===== config.mk =====
export PLATFORM = sky130hd
export DESIGN_NAME = frame_serializer
export DESIGN_NICKNAME = d
export VERILOG_FILES = /design/src/rtl/frame_serializer.sv
export SDC_FILE = /design/constraint.sdc
export NUM_CORES = 1
export LEC_CHECK = 0
export BUFFER_PORTS_ARGS = -buffer_cell sky130_fd_sc_hd__buf_4
export CORE_AREA = 2 2 107 109
export DETAILED_ROUTE_END_ITERATION = 6
export DIE_AREA = 0 0 109 111
export GPL_TIMING_DRIVEN = 0
export PLACE_DENSITY = 0.72
export SETUP_SLACK_MARGIN = 0.02
export SYNTH_ARGS = -nofsm -noshare
export SYNTH_HDL_FRONTEND = slang
export SYNTH_SLANG_ARGS = --single-unit
export TNS_END_PERCENT = 10

===== constraint.sdc =====
create_clock -name clk -period 3.5 [get_ports clk]
set_input_delay 0.7 -clock clk [delete_from_list [all_inputs] [get_ports clk]]
set_output_delay 0.7 -clock clk [all_outputs]
set_load 0.01 [all_outputs]

===== src/rtl/frame_serializer.sv =====
// Serialises one frame as: start bit (0), 6 address bits, size payload bits MSB first,
// then GAP idle-high cycles. Outputs are registered and reflect the state being entered.
module frame_serializer #(
    parameter int unsigned GAP = 2
) (
    input  logic        clk,
    input  logic        rst,
    input  logic        start,
    input  logic [3:0]  port_in,
    input  logic [1:0]  line_in,
    input  logic [5:0]  size_in,
    input  logic [62:0] data_in,
    output logic        serOut,
    output logic        busy,
    output logic        done,
    output logic        err
);

    localparam int unsigned CNT_W  = 6;
    localparam int unsigned DATA_W = 63;
    localparam int unsigned ADDR_W = 6;
    localparam logic [CNT_W-1:0] ADDR_LAST = CNT_W'(ADDR_W - 1);
    localparam logic [CNT_W-1:0] GAP_LAST  = CNT_W'(GAP - 1);

    typedef enum logic [2:0] {
        IDLE  = 3'd0,
        START = 3'd1,
        ADDR  = 3'd2,
        DATA  = 3'd3,
        GAP_S = 3'd4
    } state_t;

    state_t              state_q, state_d;
    logic [CNT_W-1:0]    cnt_q, cnt_d;
    logic [3:0]          port_q, port_d;
    logic [1:0]          line_q, line_d;
    logic [CNT_W-1:0]    size_q, size_d;
    logic [DATA_W-1:0]   data_q, data_d;
    logic                serout_q, serout_d;
    logic                busy_q, busy_d;
    logic                done_q, done_d;
    logic                err_q, err_d;

    logic [ADDR_W-1:0]   addr;
    logic [CNT_W-1:0]    cnt_m1;
    logic [CNT_W-1:0]    size_m1;

    assign addr    = {port_q, line_q};
    assign cnt_m1  = cnt_q - CNT_W'(1);
    assign size_m1 = size_q - CNT_W'(1);

    // Next state plus the output value belonging to that next state.
    always_comb begin
        state_d  = state_q;
        cnt_d    = cnt_q;
        port_d   = port_q;
        line_d   = line_q;
        size_d   = size_q;
        data_d   = data_q;
        serout_d = 1'b1;
        done_d   = 1'b0;
        err_d    = 1'b0;

        case (state_q)
            IDLE: begin
                if (start) begin
                    if (size_in != '0) begin
                        port_d   = port_in;
                        line_d   = line_in;
                        size_d   = size_in;
                        data_d   = data_in;
                        state_d  = START;
                        serout_d = 1'b0;
                    end else begin
                        err_d = 1'b1;
                    end
                end
            end
            START: begin
                state_d  = ADDR;
                cnt_d    = ADDR_LAST;
                serout_d = addr[ADDR_LAST[2:0]];
            end
            ADDR: begin
                if (cnt_q == '0) begin
                    state_d  = DATA;
                    cnt_d    = size_m1;
                    serout_d = data_q[size_m1];
                end else begin
                    cnt_d    = cnt_m1;
                    serout_d = addr[cnt_m1[2:0]];
                end
            end
            DATA: begin
                if (cnt_q == '0) begin
                    state_d = GAP_S;
                    cnt_d   = GAP_LAST;
                    done_d  = 1'b1;
                end else begin
                    cnt_d    = cnt_m1;
                    serout_d = data_q[cnt_m1];
                end
            end
            GAP_S: begin
                if (cnt_q == '0) begin
                    state_d = IDLE;
                end else begin
                    cnt_d = cnt_m1;
                end
            end
            default: begin
                state_d = IDLE;
                cnt_d   = '0;
            end
        endcase

        busy_d = (state_d != IDLE);
    end

    always_ff @(posedge clk) begin
        if (!rst) begin
            state_q  <= IDLE;
            cnt_q    <= '0;
            port_q   <= '0;
            line_q   <= '0;
            size_q   <= '0;
            data_q   <= '0;
            serout_q <= 1'b1;
            busy_q   <= 1'b0;
            done_q   <= 1'b0;
            err_q    <= 1'b0;
        end else begin
            state_q  <= state_d;
            cnt_q    <= cnt_d;
            port_q   <= port_d;
            line_q   <= line_d;
            size_q   <= size_d;
            data_q   <= data_d;
            serout_q <= serout_d;
            busy_q   <= busy_d;
            done_q   <= done_d;
            err_q    <= err_d;
        end
    end

    assign serOut = serout_q;
    assign busy   = busy_q;
    assign done   = done_q;
    assign err    = err_q;

endmodule


==> run summary, run 1 <==
hold slack - 0.4622 ns
clock skew - 0.006339 ns
Period Utilization, post-route - 0.9375
Layout Cells excl Fill - 781
Critical Path Fanout Max - 10
gr ovfl total - 0
Internal Power - 2663 uW
dpl cells - 767
relative slew slack - 0.4276
layout cells sized above 1 - 0.2398
CTS tree - done
Post-Place Cell Area - 0.005618 mm^2
drt wl/cell - 17.04 um
power density cells - 752.8 mW/mm^2
final setup margin - 0.2189 ns
I/O Buffers - 81
footprint of the multi-input gates - 0.002863 mm^2
RSZ-0062 raised after global routing - no
Util after Layout - 0.5376
area grow syn2layout - 23.26%
Antenna Cells - 0
Mapped Avg Cell Area - 8.897 um^2
Lkg Pwr - 0.002301 uW
Clock power frac - 0.220
Total Routing Usage GR - 0.2306
crit path DAT - 3.45 ns
Seq/Total Area, Yosys - 0.3647
Async SR Flop Fraction - 0
Worst-path clk slew - 0.06 ns
Comb pwr share - 0.485
CTS buffer count - 9
Post-synth EDFFs - 0
Post-Route M1 WL - 5811 um
synthesized flop and latch total - 88
crit end category - flop
Die ar. - 0.01210 mm^2
wire length on met3 - 839 um
fmax - 304.8 MHz
initial core utilization - 0.4361
Syn Std Cell Area - 0.004831 mm^2
detailed router's first-iteration violation count - 273
largest net degree at the start of global routing - 14
Critical Path Start Type - flop
yosys synthesis warning count - 0
# Post-CTS Setup Buffers - 0
DRC - 0
number of global-route vias before repair - 4375
Post-Route WL - 13310 um
clock latency at the later pin of the worst-skew pair - 0.34 ns
Highest Signal Layer - met4
antenna violations before repair - 0
Vias - 4338
CTS sink cnt - 88
Final Hold Fails - 0
NetSw - 1820 uW
Die W - 109 um
H-tree depth - 3
filler instances - 1009
Primary FF master, synth - dfxtp_1
Die Height - 111 um
Top Ports - 82
Final Critical Period - 3.281 ns
min-delay worst type - flop to flop
drt via density - 5.554
peak supply drop - 290.2 uV
CTS root buffer - clkbuf_16
sequential share of power - 0.295
Longest Clk Path Bufs - 2
status - completed
switching share of power - 0.4060
GPL Wtd Cong - 0.8749
gate count after technology mapping - 543
Finished Cell Area - 0.005954 mm^2
post-synth cell types - 54
Detailed Routing Iterations Pass 1 - 5
sequential cell area - 0.001763 mm^2
syn_nets - 623
HPWL Detailed - 9872 um
# setup viols final - 0
CTS Hold Bufs - 0
Worst Max-Slew Pin Slew - 0.8516 ns
max cap viols - 0
Setup Crit Path Kind - flop to flop
core area - 0.01108 mm^2
Required @ worst endpoint - 3.67 ns
Site Rows - 39
dpl ws - -0.5399 ns
first-pass GRT wire length - 21560 um
nets - 714
routed wl met2 - 6401 um
Slew Viols, Final - 0
remaining antenna violation count - 0
==> worst paths after layout <==
check                              start                     end  slack [ns]  cells past startpoint
setup / recovery   cnt_q[0]$_SDFFE_PN0P_       serOut$_SDFF_PN1_        0.22                     11
hold / removal    line_q[1]$_SDFFE_PN0P_  line_q[1]$_SDFFE_PN0P_        0.46                      2
setup reg to reg   cnt_q[0]$_SDFFE_PN0P_       serOut$_SDFF_PN1_        0.22                     11
hold reg to reg   line_q[1]$_SDFFE_PN0P_  line_q[1]$_SDFFE_PN0P_        0.46                      2
==> synth_stat cells, types with 4 or more instances <==
cell,number,share of area
o22ai_1,4,0.0052
mux2i_1,10,0.021
and3_1,4,0.0052
dfxtp_1,88,0.36
nand2_1,167,0.13
a21boi_1,9,0.014
clkbuf_1,21,0.016
o21ai_0,7,0.0073
a211oi_1,4,0.0062
mux4_2,26,0.12
nor2_1,12,0.0093
inv_1,5,0.0039
xor2_1,6,0.011
mux4_1,4,0.022
nor2b_1,4,0.0052
a31oi_1,9,0.012
buf_2,14,0.015
nor3_1,6,0.0062
a21oi_1,7,0.0073
nand3_1,5,0.0052
xnor2_1,6,0.011
a21boi_0,69,0.11
buf_1,4,0.0031
and2_1,4,0.0052
==> logic make-up after synthesis <==
logic type | count (synthesis) | synth area share
XOR/XNOR | 13 | 0.02512
flip-flops | 88 | 0.3647
AND/OR/NAND/NOR | 222 | 0.1976
buffers and inverters | 50 | 0.04791
multiplexers | 42 | 0.1684
adder cells (fa/ha/maj) | 2 | 0.005179
AO/OA/AOI/OAI | 126 | 0.1911
==> sequential cells by signal, indices dropped and copies added, names as in the netlist <==
| name | flops |
|---|---|
| data_q | 63 |
| cnt_q | 6 |
| size_q | 6 |
| port_q | 4 |
| state_q | 3 |
| line_q | 2 |
| busy | 1 |
| done | 1 |
| err | 1 |
| serOut | 1 |
==> power by group through the flow <==
| stage | clock network (uW) | registers, uW | logic, uW |
|---|---|---|---|
| 6_report | 985 | 1320 | 2170 |
| 5_1_grt | 1030 | 1350 | 2350 |
| 4_1_cts | 1010 | 1310 | 2140 |
| 3_5_place_dp | 0 | 1330 | 2130 |
| 3_3_place_gp | 0 | 1320 | 2090 |
| 2_1_floorplan | 0 | 1290 | 1530 |
==> worst max-delay path, cell delays in order (launching register included) <==
cell	delay (ns)
dfxtp_1	0.32
buf_6	0.16
buf_4	0.26
inv_2	0.17
ha_1	0.43
buf_2	0.32
clkbuf_4	0.30
a21oi_1	0.10
o2111ai_1	0.18
o2111ai_1	0.20
a2111oi_1	0.41
nand4_1	0.23
==> cell type report <==
| class | count | share of cell area |
|---|---|---|
| buffer | 43 | 0.03572 |
| clock buffer | 12 | 0.04476 |
| clock inverter | 3 | 0.006724 |
| inverter | 6 | 0.003782 |
| multi-input combinational | 405 | 0.4808 |
| sequential | 88 | 0.2961 |
| tap | 143 | 0.03005 |
| timing repair buffer | 81 | 0.1021 |
==> metal layers <==
| metal | vias to the layer above | GRT usage |
|---|---|---|
| li1 | 2097 | - |
| met1 | 2065 | 0.3084 |
| met2 | 152 | 0.3727 |
| met3 | 24 | 0.04292 |
| met4 | 0 | 0.07778 |
| met5 | - | 0 |
==> repair_timing <==
| action | in CTS | in global routing |
|---|---|---|
| pin swaps | 0 | 0 |
| gates cloned | 0 | 0 |
| endpoints found under the hold margin | 0 | 0 |
| endpoints found under the setup margin | 1 | 1 |
| gates resized for setup | 5 | 2 |
==> per-stage QoR <==
step | total power, uW | TNS (ns)
after floorplan | 2825 | 0
after global placement | 3417 | -0.5659
final | 4483 | 0
after detailed placement | 3462 | -0.5399
after CTS | 4461 | 0
after global routing | 4736 | 0
==> placed cells by master, fill, tap and decap left out, types with 5 or more instances in the layout <==
master and n:
a21boi_0 69, a21boi_1 9, a21oi_1 7, a31oi_1 9, buf_2 14, buf_4 85
clkbuf_1 20, clkbuf_16 9, dfxtp_1 87, inv_1 5, mux2i_1 10, mux4_2 26
nand2_1 167, nand3_1 5, nor2_1 12, nor3_1 6, o21ai_0 7, xnor2_1 5
xor2_1 6
Power figures use the tool's default switching activity.
==> run 2: changes to the inputs <==
--- a/config.mk
+++ b/config.mk
@@ -5,12 +5,13 @@
 export SDC_FILE = /design/constraint.sdc
 export NUM_CORES = 1
 export LEC_CHECK = 0
+export ABC_AREA = 1
 export BUFFER_PORTS_ARGS = -buffer_cell sky130_fd_sc_hd__buf_4
-export CORE_AREA = 2 2 107 109
+export CORE_AREA = 2 2 106 108
 export DETAILED_ROUTE_END_ITERATION = 6
-export DIE_AREA = 0 0 109 111
+export DIE_AREA = 0 0 108 110
 export GPL_TIMING_DRIVEN = 0
-export PLACE_DENSITY = 0.72
+export PLACE_DENSITY = 0.73
 export SETUP_SLACK_MARGIN = 0.02
 export SYNTH_ARGS = -nofsm -noshare
 export SYNTH_HDL_FRONTEND = slang
==> constraint.sdc (replaced) <==
create_clock -name clk -period 3.85 [get_ports clk]
set_input_delay 0.77 -clock clk [delete_from_list [all_inputs] [get_ports clk]]
set_output_delay 0.77 -clock clk [all_outputs]
set_load 0.01 [all_outputs]
==> run 2 against run 1 <==
Register-to-register slack improved by 0.65 ns. Synthesized cell count up 35%. Sequential share of layout area rose by 1.1 points. First-iteration DRC count increased by 61%. Die area down 1.8%. Largest power group unchanged. Critical path type unchanged.
==> run summary, run 2 <==
status - completed (unchanged)
clock skew - 0.01160 ns (was 0.006339 ns)
Longest Clk Path Bufs - 2 (unchanged)
Post-synth EDFFs - 0 (unchanged)
Site Rows - 38 (was 39)
clock latency at the later pin of the worst-skew pair - 0.36 ns (was 0.34 ns)
crit end category - flop (unchanged)
Primary FF master, synth - dfxtp_1 (unchanged)
CTS buffer count - 9 (unchanged)
Seq/Total Area, Yosys - 0.3694 (was 0.3647)
post-synth top area cell - dfxtp_1 (unchanged)
gr ovfl total - 0 (unchanged)
Regs by FF count - data_q x63, cnt_q x6, size_q x6 (unchanged)
setup tns final - 0 ns (unchanged)
Critical Path Start Type - flop (unchanged)
switching share of power - 0.4166 (was 0.4060)
H-tree depth - 3 (unchanged)
synth top area cells - dfxtp_1 (37%), nand3_1 (14%), nand2_1 (12%) (was dfxtp_1 (36%), nand2_1 (13%), mux4_2 (12%))
min-delay worst type - flop to flop (unchanged)
Clock power frac - 0.212 (was 0.220)
RSZ-0062 raised after global routing - no (unchanged)
synthesized flop and latch total - 88 (unchanged)
number of global-route vias before repair - 4741 (was 4375)
Worst-path clk slew - 0.09 ns (was 0.06 ns)
yosys synthesis warning count - 0 (unchanged)
max cap viols - 0 (unchanged)
cts repair resizes - 0 (was 5)
Reg with most FFs - data_q (unchanged)
slowest CP cell - buf_2 (was ha_1)
DRC - 0 (unchanged)
Mapped Avg Cell Area - 6.489 um^2 (was 8.897 um^2)
CTS tree - done (unchanged)
Critical Path Fanout Max - 10 (unchanged)
Comb pwr share - 0.423 (was 0.485)
Antenna Cells - 0 (unchanged)
sequential share of power - 0.365 (was 0.295)
gate count after technology mapping - 735 (was 543)
Yosys top cell area share - 0.3694 (was 0.3647)
Die W - 108 um (was 109 um)
GPL Wtd Cong - 0.9191 (was 0.8749)
Total Routing Usage GR - 0.2604 (was 0.2306)
CTS sink cnt - 88 (unchanged)
power density cells - 539.5 mW/mm^2 (was 752.8 mW/mm^2)
detailed router's first-iteration violation count - 439 (was 273)
HPWL Detailed - 10780 um (was 9872 um)
Async SR Flop Fraction - 0 (unchanged)
Setup Crit Path Kind - flop to flop (unchanged)
Vias - 5155 (was 4338)
antenna violations before repair - 0 (unchanged)
NetSw - 1291 uW (was 1820 uW)
most frequent cells after synthesis - nand2_1 (156), nand3_1 (129), inv_1 (97) (was nand2_1 (167), dfxtp_1 (88), a21boi_0 (69))
Finished Cell Area - 0.005743 mm^2 (was 0.005954 mm^2)
fmax - 335.7 MHz (was 304.8 MHz)
CP cell instances - buf_2 > inv_2 > buf_2 > ha_1 > buf_2 > inv_1 > buf_2 > nand3_1 > nand3_1 > nand3_1 > nand3_1 > nand3_1 > nand3_1 > nand2_1 > inv_1 > nand2_1 (was buf_6 > buf_4 > inv_2 > ha_1 > buf_2 > clkbuf_4 > a21oi_1 > o2111ai_1 > o2111ai_1 > a2111oi_1 > nand4_1)
Internal Power - 1807 uW (was 2663 uW)
Die Height - 110 um (was 111 um)
Syn Std Cell Area - 0.004770 mm^2 (was 0.004831 mm^2)
most frequent cells in the layout - nand2_1 (156), nand3_1 (129), inv_1 (97) (was nand2_1 (167), dfxtp_1 (87), buf_4 (85))
leading cell type in the layout, fill and taps excluded - nand2_1 (unchanged)
drt via density - 5.309 (was 5.554)
Worst Max-Slew Pin Slew - 0.7250 ns (was 0.8516 ns)
core area - 0.01070 mm^2 (was 0.01108 mm^2)
Required @ worst endpoint - 4.11 ns (was 3.67 ns)
crit path DAT - 3.23 ns (was 3.45 ns)
Post-Place Cell Area - 0.005545 mm^2 (was 0.005618 mm^2)
Slew Viols, Final - 0 (unchanged)
area grow syn2layout - 20.41% (was 23.26%)
filler instances - 1121 (was 1009)
max reg flops - 63 (unchanged)
Final Hold Fails - 0 (unchanged)
first-pass GRT wire length - 23830 um (was 21560 um)
initial core utilization - 0.4458 (was 0.4361)
# Post-CTS Setup Buffers - 0 (unchanged)
Die ar. - 0.01188 mm^2 (was 0.01210 mm^2)
I/O Buffers - 80 (was 81)
CTS Hold Bufs - 0 (unchanged)
drt wl/cell - 15.48 um (was 17.04 um)
post-synth cell types - 31 (was 54)
Final Critical Period - 2.979 ns (was 3.281 ns)
Period Utilization, post-route - 0.7738 (was 0.9375)
remaining antenna violation count - 0 (unchanged)
count leader, synth - nand2_1 (unchanged)
Post-Route WL - 15030 um (was 13310 um)
peak supply drop - 302.7 uV (was 290.2 uV)
Top Ports - 82 (unchanged)
Lkg Pwr - 0.002521 uW (was 0.002301 uW)
largest net degree at the start of global routing - 15 (was 14)
Detailed Routing Iterations Pass 1 - 5 (unchanged)
# setup viols final - 0 (unchanged)
nets - 906 (was 714)
crit-path max cell delay - 0.36 ns (was 0.43 ns)
relative slew slack - 0.5143 (was 0.4276)
syn_nets - 815 (was 623)
most used cell, CP - nand3_1 (was o2111ai_1)
layout cells sized above 1 - 0.1637 (was 0.2398)
CTS root buffer - clkbuf_8 (was clkbuf_16)
==> run 2: cell types whose count changed after synthesis, moves of 9 or more <==
cell and change:
a21oi_1 +79, nand3_1 +124, nand2_1 -11, a21boi_0 -69, a21boi_1 -9, mux4_2 -26, inv_1 +92, o21ai_0 +74
mux2i_1 -10, buf_2 +9
==> run 2: cell families (layout without fill, tap and decap cells) <==
kind of cell    Yosys count  in the layout  synth area share
compound gates          180            180            0.1957
buf+inv                 148            244            0.1264
fa+ha+maj                 2              2          0.005246
flops                    88             88            0.3694
xor+xnor                  6              6           0.01417
simple gates            311            311            0.2891
==> run 2: layer usage <==
metal	up-vias	track usage	routed length [um]
li1	2589	-	-
met1	2284	0.3446	6554
met2	243	0.4259	6683
met3	39	0.04586	1407
met4	0	0.09890	386
met5	-	0	0
==> run 2: final timing paths <==
check	startpoint	endpoint	slack [ns]	cells after the start
max	size_q[0]$_SDFFE_PN0P_	serOut$_SDFF_PN1_	0.87	16
min	line_q[0]$_SDFFE_PN0P_	line_q[0]$_SDFFE_PN0P_	0.47	2
max reg2reg	size_q[0]$_SDFFE_PN0P_	serOut$_SDFF_PN1_	0.87	16
min reg2reg	line_q[0]$_SDFFE_PN0P_	line_q[0]$_SDFFE_PN0P_	0.47	2
==> run 2: through the flow <==
stage,std cells,worst slack [ns],power (uW),hold slack (ns),util
2_1_floorplan,735,1.781,2012,0.4241,-
6_report,971,0.8711,3098,0.4653,0.5368
5_1_grt,971,0.7614,3286,0.4806,0.5368
4_1_cts,971,0.9904,3068,0.4591,0.5368
3_5_place_dp,955,1.008,2421,0.4444,0.5184
3_3_place_gp,955,0.9979,2410,0.4392,0.5184
==> run 2: area by class of cell <==
cell class	instances	area [um^2]	share of cell area
Clock inverter	5	56.30	0.009804
Tap cell	140	175.2	0.03050
Sequential cell	88	1762	0.3068
Inverter	103	386.6	0.06732
Clock buffer	11	141.4	0.02462
Multi-Input combinational cell	499	2405	0.4187
Timing Repair Buffer	80	600.6	0.1046
Buffer	45	216.5	0.03769
==> run 2: critical path: cells and delay by family, from the launching register on <==
| kind | cells | cell delay, ns |
|---|---|---|
| flops | 1 | 0.31 |
| fa+ha+maj | 1 | 0.30 |
| simple gates | 8 | 0.73 |
| buf+inv | 7 | 1.54 |
==> run 2: power by group through the flow <==
stage          Sequential, uW  Clock [uW]  Combinational (uW)
2_1_floorplan            1130           0                 882
3_3_place_gp             1150           0                1260
3_5_place_dp             1150           0                1270
4_1_cts                  1130         658                1280
5_1_grt                  1140         696                1450
6_report                 1130         658                1310
==> run 3: changes to the inputs <==
--- a/config.mk
+++ b/config.mk
@@ -5,13 +5,13 @@
 export SDC_FILE = /design/constraint.sdc
 export NUM_CORES = 1
 export LEC_CHECK = 0
-export ABC_AREA = 1
+export ABC_AREA = 0
 export BUFFER_PORTS_ARGS = -buffer_cell sky130_fd_sc_hd__buf_4
-export CORE_AREA = 2 2 106 108
+export CORE_AREA = 2 2 107 109
 export DETAILED_ROUTE_END_ITERATION = 6
-export DIE_AREA = 0 0 108 110
+export DIE_AREA = 0 0 109 111
 export GPL_TIMING_DRIVEN = 0
-export PLACE_DENSITY = 0.73
+export PLACE_DENSITY = 0.72
 export SETUP_SLACK_MARGIN = 0.02
 export SYNTH_ARGS = -nofsm -noshare
 export SYNTH_HDL_FRONTEND = slang
==> constraint.sdc (replaced) <==
create_clock -name clk -period 2.9 [get_ports clk]
set_input_delay 0.58 -clock clk [delete_from_list [all_inputs] [get_ports clk]]
set_output_delay 0.58 -clock clk [all_outputs]
set_load 0.01 [all_outputs]
==> run 3 against run 2 <==
Largest cell class unchanged. Critical endpoint is now data_q[21]$_SDFFE_PN0P_. Critical path type unchanged. Setup slack got worse by 0.72 ns. Via count down 15%. Combinational power up 120%. Power grew 83%. Sequential power rose by 42%. Die area increased by 1.8%.
==> run summary, run 3 (synthesized netlist as in run 1, its figures left out) <==
Critical Path Start Type - flop (unchanged)
Setup Crit Path Kind - flop to flop (unchanged)
Detailed Routing Iterations Pass 1 - 5 (unchanged)
number of global-route vias before repair - 4421 (was 4741)
Slew Viols, Final - 0 (unchanged)
HPWL Detailed - 10100 um (was 10780 um)
CTS sink cnt - 88 (unchanged)
max reg flops - 63 (unchanged)
H-tree depth - 3 (unchanged)
layout cells sized above 1 - 0.2481 (was 0.1637)
Finished Cell Area - 0.006105 mm^2 (was 0.005743 mm^2)
nets - 720 (was 906)
sequential share of power - 0.282 (was 0.365)
detailed router's first-iteration violation count - 282 (was 439)
Die Height - 111 um (was 110 um)
CTS tree - done (unchanged)
area grow syn2layout - 26.37% (was 20.41%)
Top Ports - 82 (unchanged)
DRC - 0 (unchanged)
relative slew slack - 0.3646 (was 0.5143)
Critical Path Fanout Max - 10 (unchanged)
# setup viols final - 0 (unchanged)
most frequent cells in the layout - nand2_1 (167), buf_4 (89), dfxtp_1 (87) (was nand2_1 (156), nand3_1 (129), inv_1 (97))
power density cells - 928.9 mW/mm^2 (was 539.5 mW/mm^2)
Required @ worst endpoint - 3.16 ns (was 4.11 ns)
Clock power frac - 0.218 (was 0.212)
max cap viols - 0 (unchanged)
CTS root buffer - clkbuf_16 (was clkbuf_8)
CTS Hold Bufs - 0 (unchanged)
initial core utilization - 0.4361 (was 0.4458)
Period Utilization, post-route - 0.9483 (was 0.7738)
Final Critical Period - 2.750 ns (was 2.979 ns)
NetSw - 2244 uW (was 1291 uW)
Vias - 4368 (was 5155)
Worst Max-Slew Pin Slew - 0.9459 ns (was 0.7250 ns)
I/O Buffers - 81 (was 80)
Regs by FF count - data_q x63, cnt_q x6, size_q x6 (unchanged)
fmax - 363.6 MHz (was 335.7 MHz)
Comb pwr share - 0.499 (was 0.423)
Reg with most FFs - data_q (unchanged)
CTS buffer count - 9 (unchanged)
core area - 0.01108 mm^2 (was 0.01070 mm^2)
antenna violations before repair - 0 (unchanged)
RSZ-0062 raised after global routing - no (unchanged)
leading cell type in the layout, fill and taps excluded - nand2_1 (unchanged)
Total Routing Usage GR - 0.2360 (was 0.2604)
crit path DAT - 3.01 ns (was 3.23 ns)
drt wl/cell - 17.25 um (was 15.48 um)
clock skew - 0.007287 ns (was 0.01160 ns)
Pwr Total - 5671 uW (was 3098 uW)
first-pass GRT wire length - 22110 um (was 23830 um)
remaining antenna violation count - 0 (unchanged)
Worst-path clk slew - 0.06 ns (was 0.09 ns)
clock latency at the later pin of the worst-skew pair - 0.35 ns (was 0.36 ns)
status - completed (unchanged)
GPL Wtd Cong - 0.8789 (was 0.9191)
Antenna Cells - 0 (unchanged)
switching share of power - 0.3957 (was 0.4166)
Post-Place Cell Area - 0.005619 mm^2 (was 0.005545 mm^2)
Final Hold Fails - 0 (unchanged)
Internal Power - 3427 uW (was 1807 uW)
largest net degree at the start of global routing - 14 (was 15)
gr ovfl total - 0 (unchanged)
Post-Route WL - 13590 um (was 15030 um)
drt via density - 5.543 (was 5.309)
Die W - 109 um (was 108 um)
Longest Clk Path Bufs - 2 (unchanged)
Site Rows - 39 (was 38)
Lkg Pwr - 0.002348 uW (was 0.002521 uW)
min-delay worst type - input pin to flop (was flop to flop)
peak supply drop - 375.7 uV (was 302.7 uV)
crit end category - flop (unchanged)
Die ar. - 0.01210 mm^2 (was 0.01188 mm^2)
run 3: what timing repair did:
item	4_1_cts	5_1_grt
setup endpoints to repair	4	1
gates resized for setup	21	9
hold endpoints to repair	0	0
pin swaps	1	3
setup buffers	3	3
run 3: power by group through the flow:
stage | Combinational, uW | Sequential, uW | Clock [uW]
after floorplan | 1850 | 1560 | 0
after global placement | 2520 | 1600 | 0
after detailed placement | 2560 | 1610 | 0
after CTS | 2740 | 1600 | 1260
after global routing | 3080 | 1630 | 1300
final | 2830 | 1600 | 1240
run 3: final cells by class:
class / count / area (um^2)
clock buffer: 13 / 250.2
timing repair buffer: 87 / 653.1
sequential: 88 / 1765
fill: 999 / 4972
multi-input combinational: 405 / 2892
clock inverter: 3 / 65.06
buffer: 43 / 269.0
inverter: 6 / 31.28
tap: 143 / 178.9
run 3: metrics by stage:
stage	utilization	instances	setup TNS, ns	hold slack (ns)	setup WS, ns
2_1_floorplan	-	543	0	0.4388	0.1062
3_3_place_gp	0.5073	767	-1.377	0.4530	-0.9300
6_report	0.5511	788	0	0.4396	0.1500
3_5_place_dp	0.5073	767	-1.439	0.4578	-0.9335
5_1_grt	0.5511	788	0	0.4451	0.01885
4_1_cts	0.5459	785	0	0.4332	0.03043
run 3: final timing paths:
path | slack [ns] | from | depth (start not counted) | to
worst max-delay path | 0.15 | state_q[0]$_SDFF_PN0_ | 7 | data_q[21]$_SDFFE_PN0P_
worst min-delay path | 0.44 | size_in[4] | 2 | err$_SDFF_PN0_
worst max register to register | 0.15 | state_q[0]$_SDFF_PN0_ | 7 | data_q[21]$_SDFFE_PN0P_
worst min register to register | 0.46 | data_q[19]$_SDFFE_PN0P_ | 2 | data_q[19]$_SDFFE_PN0P_
run 3: routing by layer:
layer	global-route usage	wire, um
met1	0.3112	5982
met2	0.3909	6682
met3	0.03762	701
met4	0.07778	226
met5	0	0
run 3: worst max-delay path, cell delays in order, from the launching register on:
cell	delay, ns
dfxtp_1	0.35
or2_0	0.22
clkbuf_1	0.19
nor3_1	0.80
buf_2	0.44
buf_1	0.38
nand2_1	0.12
a21boi_0	0.18
